`config.mk`:
```
export PLATFORM = sky130hd
export DESIGN_NAME = pipeline_sequencer
export DESIGN_NICKNAME = d
export VERILOG_FILES = /design/src/rtl/pipeline_sequencer_pkg.sv /design/src/rtl/pipeline_sequencer_hazard.sv /design/src/rtl/pipeline_sequencer.sv
export SDC_FILE = /design/constraint.sdc
export NUM_CORES = 1
export LEC_CHECK = 0
export BUFFER_PORTS_ARGS = -buffer_cell sky130_fd_sc_hd__buf_2
export CORE_MARGIN = 2
export CORE_UTILIZATION = 40
export CTS_BUF_LIST = sky130_fd_sc_hd__clkbuf_8 sky130_fd_sc_hd__clkbuf_16
export DETAILED_ROUTE_END_ITERATION = 8
export PLACE_DENSITY = 0.62
export SLEW_MARGIN = 40
export SYNTH_ARGS = -nofsm -noshare
export SYNTH_HDL_FRONTEND = slang
export SYNTH_HIERARCHICAL = 1
export SYNTH_SLANG_ARGS = --single-unit
```
`constraint.sdc`:
```
create_clock -name i_clk -period 4.65 [get_ports i_clk]
set_clock_uncertainty 0.1 [all_clocks]
set_input_delay 0.93 -clock i_clk [delete_from_list [all_inputs] [get_ports i_clk]]
set_output_delay 0.93 -clock i_clk [all_outputs]
set_load 0.01 [all_outputs]
```
`src/rtl/pipeline_sequencer_pkg.sv`:
```
// Shared definitions for the pipeline sequencer: state encodings and parameter defaults.
package pipeline_sequencer_pkg;

  localparam int DRAIN_CYCLES_DEF = 4;
  localparam int CNT_W_DEF        = 32;
  localparam int REG_W_DEF        = 5;

  typedef enum logic [2:0] {
    IDLE      = 3'd0,
    RUN       = 3'd1,
    STEP_WAIT = 3'd2,
    STEP_EXEC = 3'd3,
    DRAIN     = 3'd4,
    HALTED    = 3'd5
  } state_t;

endpackage

```
`src/rtl/pipeline_sequencer_hazard.sv`:
```
// Load-use hazard detection: a load in EX whose destination feeds the instruction in ID.
module pipeline_sequencer_hazard #(
  parameter int REG_W = 5
) (
  input  logic             mem_read,
  input  logic [REG_W-1:0] ex_rt,
  input  logic [REG_W-1:0] id_rs,
  input  logic [REG_W-1:0] id_rt,
  input  logic             uses_rt,
  output logic             load_use
);

  // Register 0 is hardwired to zero, so a load targeting it never creates a dependency.
  assign load_use = mem_read && (ex_rt != '0) &&
                    ((ex_rt == id_rs) || (uses_rt && (ex_rt == id_rt)));

endmodule

```
`src/rtl/pipeline_sequencer.sv`:
```
// Run/step/halt sequencer for the 5-stage pipeline; sole source of stage enables and bubbles.
module pipeline_sequencer
  import pipeline_sequencer_pkg::*;
#(
  parameter int DRAIN_CYCLES = DRAIN_CYCLES_DEF,
  parameter int CNT_W        = CNT_W_DEF,
  parameter int REG_W        = REG_W_DEF
) (
  input  logic             i_clk,
  input  logic             i_rst_n,
  input  logic             i_mode_step,
  input  logic             i_start,
  input  logic             i_step,
  input  logic             i_halt_fetched,
  input  logic             i_restart,
  input  logic             i_id_ex_MemRead,
  input  logic [REG_W-1:0] i_id_ex_rt,
  input  logic [REG_W-1:0] i_if_id_rs,
  input  logic [REG_W-1:0] i_if_id_rt,
  input  logic             i_if_id_uses_rt,
  input  logic             i_branch_taken,
  output logic             o_pc_enable,
  output logic             o_if_id_enable,
  output logic             o_pipe_enable,
  output logic             o_control_mux,
  output logic             o_if_id_flush,
  output logic             o_halted,
  output logic [2:0]       o_state,
  output logic [CNT_W-1:0] o_cycle_count
);

  localparam int DRAIN_W = (DRAIN_CYCLES > 1) ? $clog2(DRAIN_CYCLES) : 1;

  state_t             state;
  logic [DRAIN_W-1:0] drain_cnt;
  logic               step_prev;
  logic [CNT_W-1:0]   cycle_count;
  logic               load_use;
  logic               active;
  logic               step_edge;
  logic               halt_take;

  pipeline_sequencer_hazard #(.REG_W(REG_W)) u_hazard (
    .mem_read (i_id_ex_MemRead),
    .ex_rt    (i_id_ex_rt),
    .id_rs    (i_if_id_rs),
    .id_rt    (i_if_id_rt),
    .uses_rt  (i_if_id_uses_rt),
    .load_use (load_use)
  );

  assign active    = (state == RUN) || (state == STEP_EXEC);
  assign step_edge = i_step && !step_prev;
  // A stalled cycle does not advance PC, so the HALT is seen again next cycle.
  assign halt_take = active && !load_use && i_halt_fetched;

  always_comb begin
    // NOTE: every output gets a default first so no path leaves one unassigned and infers a latch.
    o_pc_enable    = 1'b0;
    o_if_id_enable = 1'b0;
    o_pipe_enable  = 1'b0;
    o_control_mux  = 1'b0;
    o_if_id_flush  = 1'b0;
    if (active) begin
      o_pipe_enable = 1'b1;
      if (!load_use) begin
        o_pc_enable    = 1'b1;
        o_if_id_enable = 1'b1;
        o_control_mux  = 1'b1;
        o_if_id_flush  = i_branch_taken;
      end
    end else if (state == DRAIN) begin
      o_pipe_enable = 1'b1;
    end
  end

  assign o_halted      = (state == HALTED);
  assign o_state       = state;
  assign o_cycle_count = cycle_count;

  // NOTE: state registers use non-blocking assignments so all updates see pre-edge values.
  always_ff @(posedge i_clk or negedge i_rst_n) begin
    if (!i_rst_n) begin
      state       <= IDLE;
      drain_cnt   <= '0;
      step_prev   <= 1'b0;
      cycle_count <= '0;
    end else begin
      step_prev <= i_step;
      if (o_pipe_enable) cycle_count <= cycle_count + CNT_W'(1);
      case (state)
        IDLE: begin
          if (i_mode_step)  state <= STEP_WAIT;
          else if (i_start) state <= RUN;
        end
        RUN: begin
          if (halt_take) begin
            state     <= DRAIN;
            drain_cnt <= DRAIN_W'(DRAIN_CYCLES - 1);
          end
        end
        STEP_WAIT: begin
          if (step_edge) state <= STEP_EXEC;
        end
        STEP_EXEC: begin
          if (halt_take) begin
            state     <= DRAIN;
            drain_cnt <= DRAIN_W'(DRAIN_CYCLES - 1);
          end else begin
            state <= STEP_WAIT;
          end
        end
        DRAIN: begin
          if (drain_cnt == '0) state <= HALTED;
          else                 drain_cnt <= drain_cnt - DRAIN_W'(1);
        end
        HALTED: begin
          if (i_restart) begin
            state       <= IDLE;
            cycle_count <= '0;
          end
        end
        default: state <= IDLE;
      endcase
    end
  end

endmodule

```
* Word level (Yosys, flattened, before mapping)
Cells that the tools add are included.
** Storage, ports and cells
- Flip-flop bits (word level) :: 38
- Input bits :: 25
- Output and inout port bits :: 41
** Cells by class
- $add $sub $neg :: 2
- Equality and inequality tests :: 14
- Muxes and demuxes :: 20
- Reduce and logical (&&, ||, !) cells :: 17
** Operators with widths (count)
- 2-to-1 mux 32 bit :: 3
- adder 32 x 1 -> 32 bit (second input constant) :: 1
- 2-to-1 mux 3 bit :: 7
- one-hot mux 3 bit (6 select lines) :: 1
- equality test 5 bit :: 2
- != test 2 bit (second input constant) :: 4
- equality test 3 x 2 -> 1 bit (second input constant) :: 2
- equality test 3 bit (second input constant) :: 2
- logical AND 1 bit :: 6
- 2-to-1 mux 1 bit :: 6
- AND reduction 5 bit :: 1
- nonzero test 5 bit :: 1
- 2-to-1 mux 2 bit :: 2
- != test 2 x 1 -> 1 bit (second input constant) :: 2
- one-hot mux 2 bit (2 select lines) :: 1
- equality test 3 x 1 -> 1 bit (second input constant) :: 1
- zero test 3 bit :: 1
- != test 3 bit (second input constant) :: 1
- AND reduction 3 bit :: 1
- zero test 1 bit :: 2
- zero test 2 bit :: 1
- logical OR 1 bit :: 2
- nonzero test 2 bit :: 1
- OR reduction 2 bit :: 1
- subtractor 2 x 1 -> 2 bit (second input constant) :: 1

* Logic depth before layout (Yosys ltp)
- Depth after elaboration :: 9
- Gate-level depth with buffers :: 9

* Cells and area by module
The synthesis kept the hierarchy.
** Modules (own cells, without submodules)
- pipeline_sequencer :: instances 1, cells each 211, area each 2005.7 µm², seq. area each 950.9 µm²
- pipeline_sequencer_hazard :: instances 1, cells each 17, area each 132.6 µm², seq. area each 0.0 µm²

* Least setup slack after synthesis
OpenSTA, ideal clock, no wires.
- Kind :: input to output
- Start point :: input port i_id_ex_rt[1]
- End point :: output port o_if_id_flush
- Arrival time :: 2.199 ns
- Required time :: 3.620 ns
- Path slack :: 1.421 ns
- Stages on the path :: 5
- Buffers on the path :: 0
- Path through :: or4_1 -> o21ai_1 -> a21oi_1 -> nor2_1 -> and2_1
** On the way
- Longest elaborated chain between the ends :: 6
- Elaborated cells on any way between the ends :: 9
- Those cells by class :: eq/ne (2); mux (2); reduce/logical (5)
** RTL lines
- start: declaration :: RTL line pipeline_sequencer.sv:17 : input logic [REG_W-1:0] i_id_ex_rt,
- equality test 5 bit :: RTL line pipeline_sequencer_hazard.sv:15 : ((ex_rt == id_rs) || (uses_rt && (ex_rt == id_rt)));
- logical AND 1 bit :: RTL line pipeline_sequencer_hazard.sv:15
- logical OR 1 bit :: RTL line pipeline_sequencer_hazard.sv:15
- logical AND 1 bit (*) :: RTL line pipeline_sequencer_hazard.sv:14 : assign load_use = mem_read && (ex_rt != '0) &&
- net load_use :: RTL line pipeline_sequencer.sv:38 : logic load_use;
- 2-to-1 mux 1 bit (*) :: RTL line pipeline_sequencer.sv:66 : if (!load_use) begin
- 2-to-1 mux 1 bit (*) :: RTL line pipeline_sequencer.sv:64 : if (active) begin
- end: declaration :: RTL line pipeline_sequencer.sv:26 : output logic o_if_id_flush,
Mark *: on every way through the listed nets, which the timed path passes. The rest lies on a longest branch.

* Worst setup path in the final report
Same ends and word-level chain as after synthesis.

==> impl_metrics.py <==
metrics = {
    "outcome": {
        "status": "finished clean",
    },
    "detailed_routing": {
        "drt_iter0_markers": 101,
        "vias": 1866,
        "viasPerCell": 5.112,
        "routedWlPerCell_um": 12.45,
        "wl_um": 4544,
        "ant_nets": 0,
        "drc": 0,
        "firstDrtPassIters": 4,
    },
    "clock_network": {
        "cts_tree": "done",
        "post_cts_resized": 0,
        "clkSlewWorstSetupHoldPaths_ns": 0.07,
        "cts-root-buf": "clkbuf_8",
        "hold_buffers": 0,
        "cts_buffer_depth": 2,
        "post-cts-setup-buffers": 0,
        "cts_buffers": 5,
        "cts.sinks": 38,
        "clk_latency_ns": 0.28,
        "h-tree-depth": 2,
    },
    "cells_and_area": {
        "drive_above_1_share_pct": 28.81,
        "antenna_cells": 0,
        "area.growth.synth_to_final_pct": 23.46,
        "final_cell_mix": "buf_2 (64), dfrtp_1 (38), nor2_1 (31), xnor2_1 (19), a21oi_1 (14)",
        "final_net_count": 321,
        "final_common_cell": "buf_2",
        "num-fill-cells": 542,
        "design_area_um2": 2640,
    },
    "hold_path": {
        "worstHoldPathType": "register to register",
    },
    "logic_synthesis": {
        "avgSynthCellArea_um2": 9.379,
        "synth_area_leaders": "dfrtp_1 (44%), xnor2_1 (7.8%), nor2_1 (5.6%), xor2_1 (4.9%), a21oi_1 (3.3%)",
        "ys_seq_area_share_pct": 44.47,
        "post_synth_inst_count": 228,
        "ys_ff_latch": 38,
        "yosysTopAreaCellShare_pct": 44.47,
        "synth_area_leader_cell": "dfrtp_1",
        "synth.cell_area_um2": 2138,
        "synthDistinctLibCells": 42,
        "yosysWarnings": 6,
        "syn_nets": 255,
    },
    "global_routing": {
        "grt-ovfl-total": 0,
        "grt.total_usage_pct": 16.68,
        "antenna_found_initial": 0,
        "grt_pass1_vias": 1785,
        "grt_pass1_wl_um": 8128,
        "grt_max_degree": 39,
    },
    "floorplan": {
        "dieArea_um2": 5947,
        "row_count": 26,
        "core_um2": 5140,
        "initial_core_util_pct": 41.60,
        "dieHeight_um": 77.12,
        "die_w_um": 77.12,
        "boundaryPins": 66,
    },
    "sta": {
        "fmax_ghz": 0.2958,
        "rsz0062_at_grt": "no",
        "timing.hold.ws_ns": 0.3849,
        "relSlewSlack_pct": 58.73,
        "worstMarginPinSlew_ns": 0.6149,
        "layout_min_cycle_time_ns": 3.381,
        "drv_slew": 0,
        "setup_violations": 0,
        "fin_tns_setup_ns": 0,
        "period_share_pct": 72.71,
        "hold_viol": 0,
    },
    "pwr": {
        "p_total_mw": 1.626,
        "p_per_area_nw_per_um2": 615.9,
        "leakagePower_nw": 1.146,
        "ir_drop_mv": 0.3196,
    },
    "worst_setup_path": {
        "endpoint_kind": "output port",
        "critPathBufInv": 2,
        "cp.required_ns": 3.62,
        "slowest_stage": "or4_1",
        "crit_family": "simple AND/OR/NAND/NOR gates",
        "cp_common_cell": "buf_2",
        "cpPeakStageDelay_ns": 0.52,
        "start_kind": "input pin",
        "arrival_ns": 2.35,
        "critPathKind": "input pin to output port",
        "critPathMaxFanout": 7,
        "cp_cell_sequence": "buf_2 > or4_1 > o21ai_1 > a21oi_1 > nor2_1 > and2_1 > buf_2",
    },
    "place": {
        "place.detailed.hpwl_um": 3328,
        "place_congestion": 0.7392,
        "placed_cell_area_um2": 2531,
        "io_buffers": 65,
    },
    "flow_run": {
        "drv_cap": 0,
    },
}
## worst register-to-register path: cells and delay by family, from the launching register on
kind | cells | cell delay, ns
and+or+nand+nor | 3 | 1.14
AOI/OAI and AO/OA | 2 | 0.50
DFF | 1 | 0.49
## Yosys cell counts, drive strengths merged
library cell and instances:
a2bb2oi 1, nor4 9, nand2b 2, xor2 12, dfrtp 38, or3 8, nand3 12, or3b 1
o22a 1, inv 7, nand4b 1, nor3 5, nor2 33, and2b 1, o2111ai 1, or4 2
mux2i 1, o21a 1, or2b 1, nor3b 1, clkbuf 3, ha 2, buf 4, and3 5
and4 3, and2 2, a211oi 3, xnor2 19, o21ai 11, nor2b 2, a21oi 14, nand4 7
o31ai 1, a21boi 1, nand2 12, a22o 1
## routing by layer
layer | GRT usage [%] | share of wire (%) | wire, um
met5 | 0 | 0 | 0
met4 | 3.929 | 0.46 | 21
met3 | 3.647 | 3.2 | 147
met2 | 29.82 | 50 | 2261
met1 | 20.48 | 47 | 2113
## final timing paths
| path | from | end | slack [ns] | depth (start not counted) |
|---|---|---|---|---|
| max in group asynchronous | i_rst_n | o_cycle_count[9] | 3.61 | 1 |
| setup reg to reg | o_state[0] | o_cycle_count[30] | 2.35 | 5 |
| setup / recovery | i_id_ex_rt[1] | o_if_id_flush | 1.27 | 7 |
| min in group asynchronous | i_rst_n | o_cycle_count[27] | 0.50 | 1 |
| hold reg to reg | drain_cnt[0] | drain_cnt[0] | 0.38 | 1 |
| hold / removal | drain_cnt[0] | drain_cnt[0] | 0.38 | 1 |
## registers in the layout, indices dropped and copies added, names as in the netlist
name	flops
o_cycle_count	32
drain_cnt	2
step_prev	1
o_state	3
## cell families (layout without fill, tap and decap cells)
kind of cell	Yosys count	count (layout)	synth area share, %
compound gates	35	35	10.12
xor+xnor	31	31	12.70
fa+ha+maj	2	2	1.170
buf+inv	14	81	3.043
flops	38	38	44.47
mux	1	1	0.4681
simple gates	107	107	28.03
## power breakdown
part / internal (mW) / leakage [nW] / switching, mW
Combinational: 0.304 / 0.666 / 0.355
Sequential: 0.487 / 0.422 / 0.208
Clock: 0.158 / 0.0579 / 0.115
## stage by stage
| step | setup slack [ns] | cells | utilization (%) |
|---|---|---|---|
| after floorplan | 1.421 | 228 | - |
| after global placement | 1.282 | 357 | 49.08 |
| after detailed placement | 1.264 | 357 | 49.25 |
| after CTS | 1.262 | 365 | 51.36 |
| after global routing | 1.164 | 365 | 51.36 |
| final | 1.269 | 365 | 51.36 |
## final cells by class
type	instances	area [um2]	area share, %
Multi-Input combinational cell	176	1131	42.84
Sequential cell	38	950.9	36.02
Tap cell	70	87.58	3.318
Timing Repair Buffer	66	335.3	12.70
Clock buffer	5	68.82	2.607
Inverter	7	26.28	0.9953
Clock inverter	3	40.04	1.517
(Power assumes the default switching activity.)
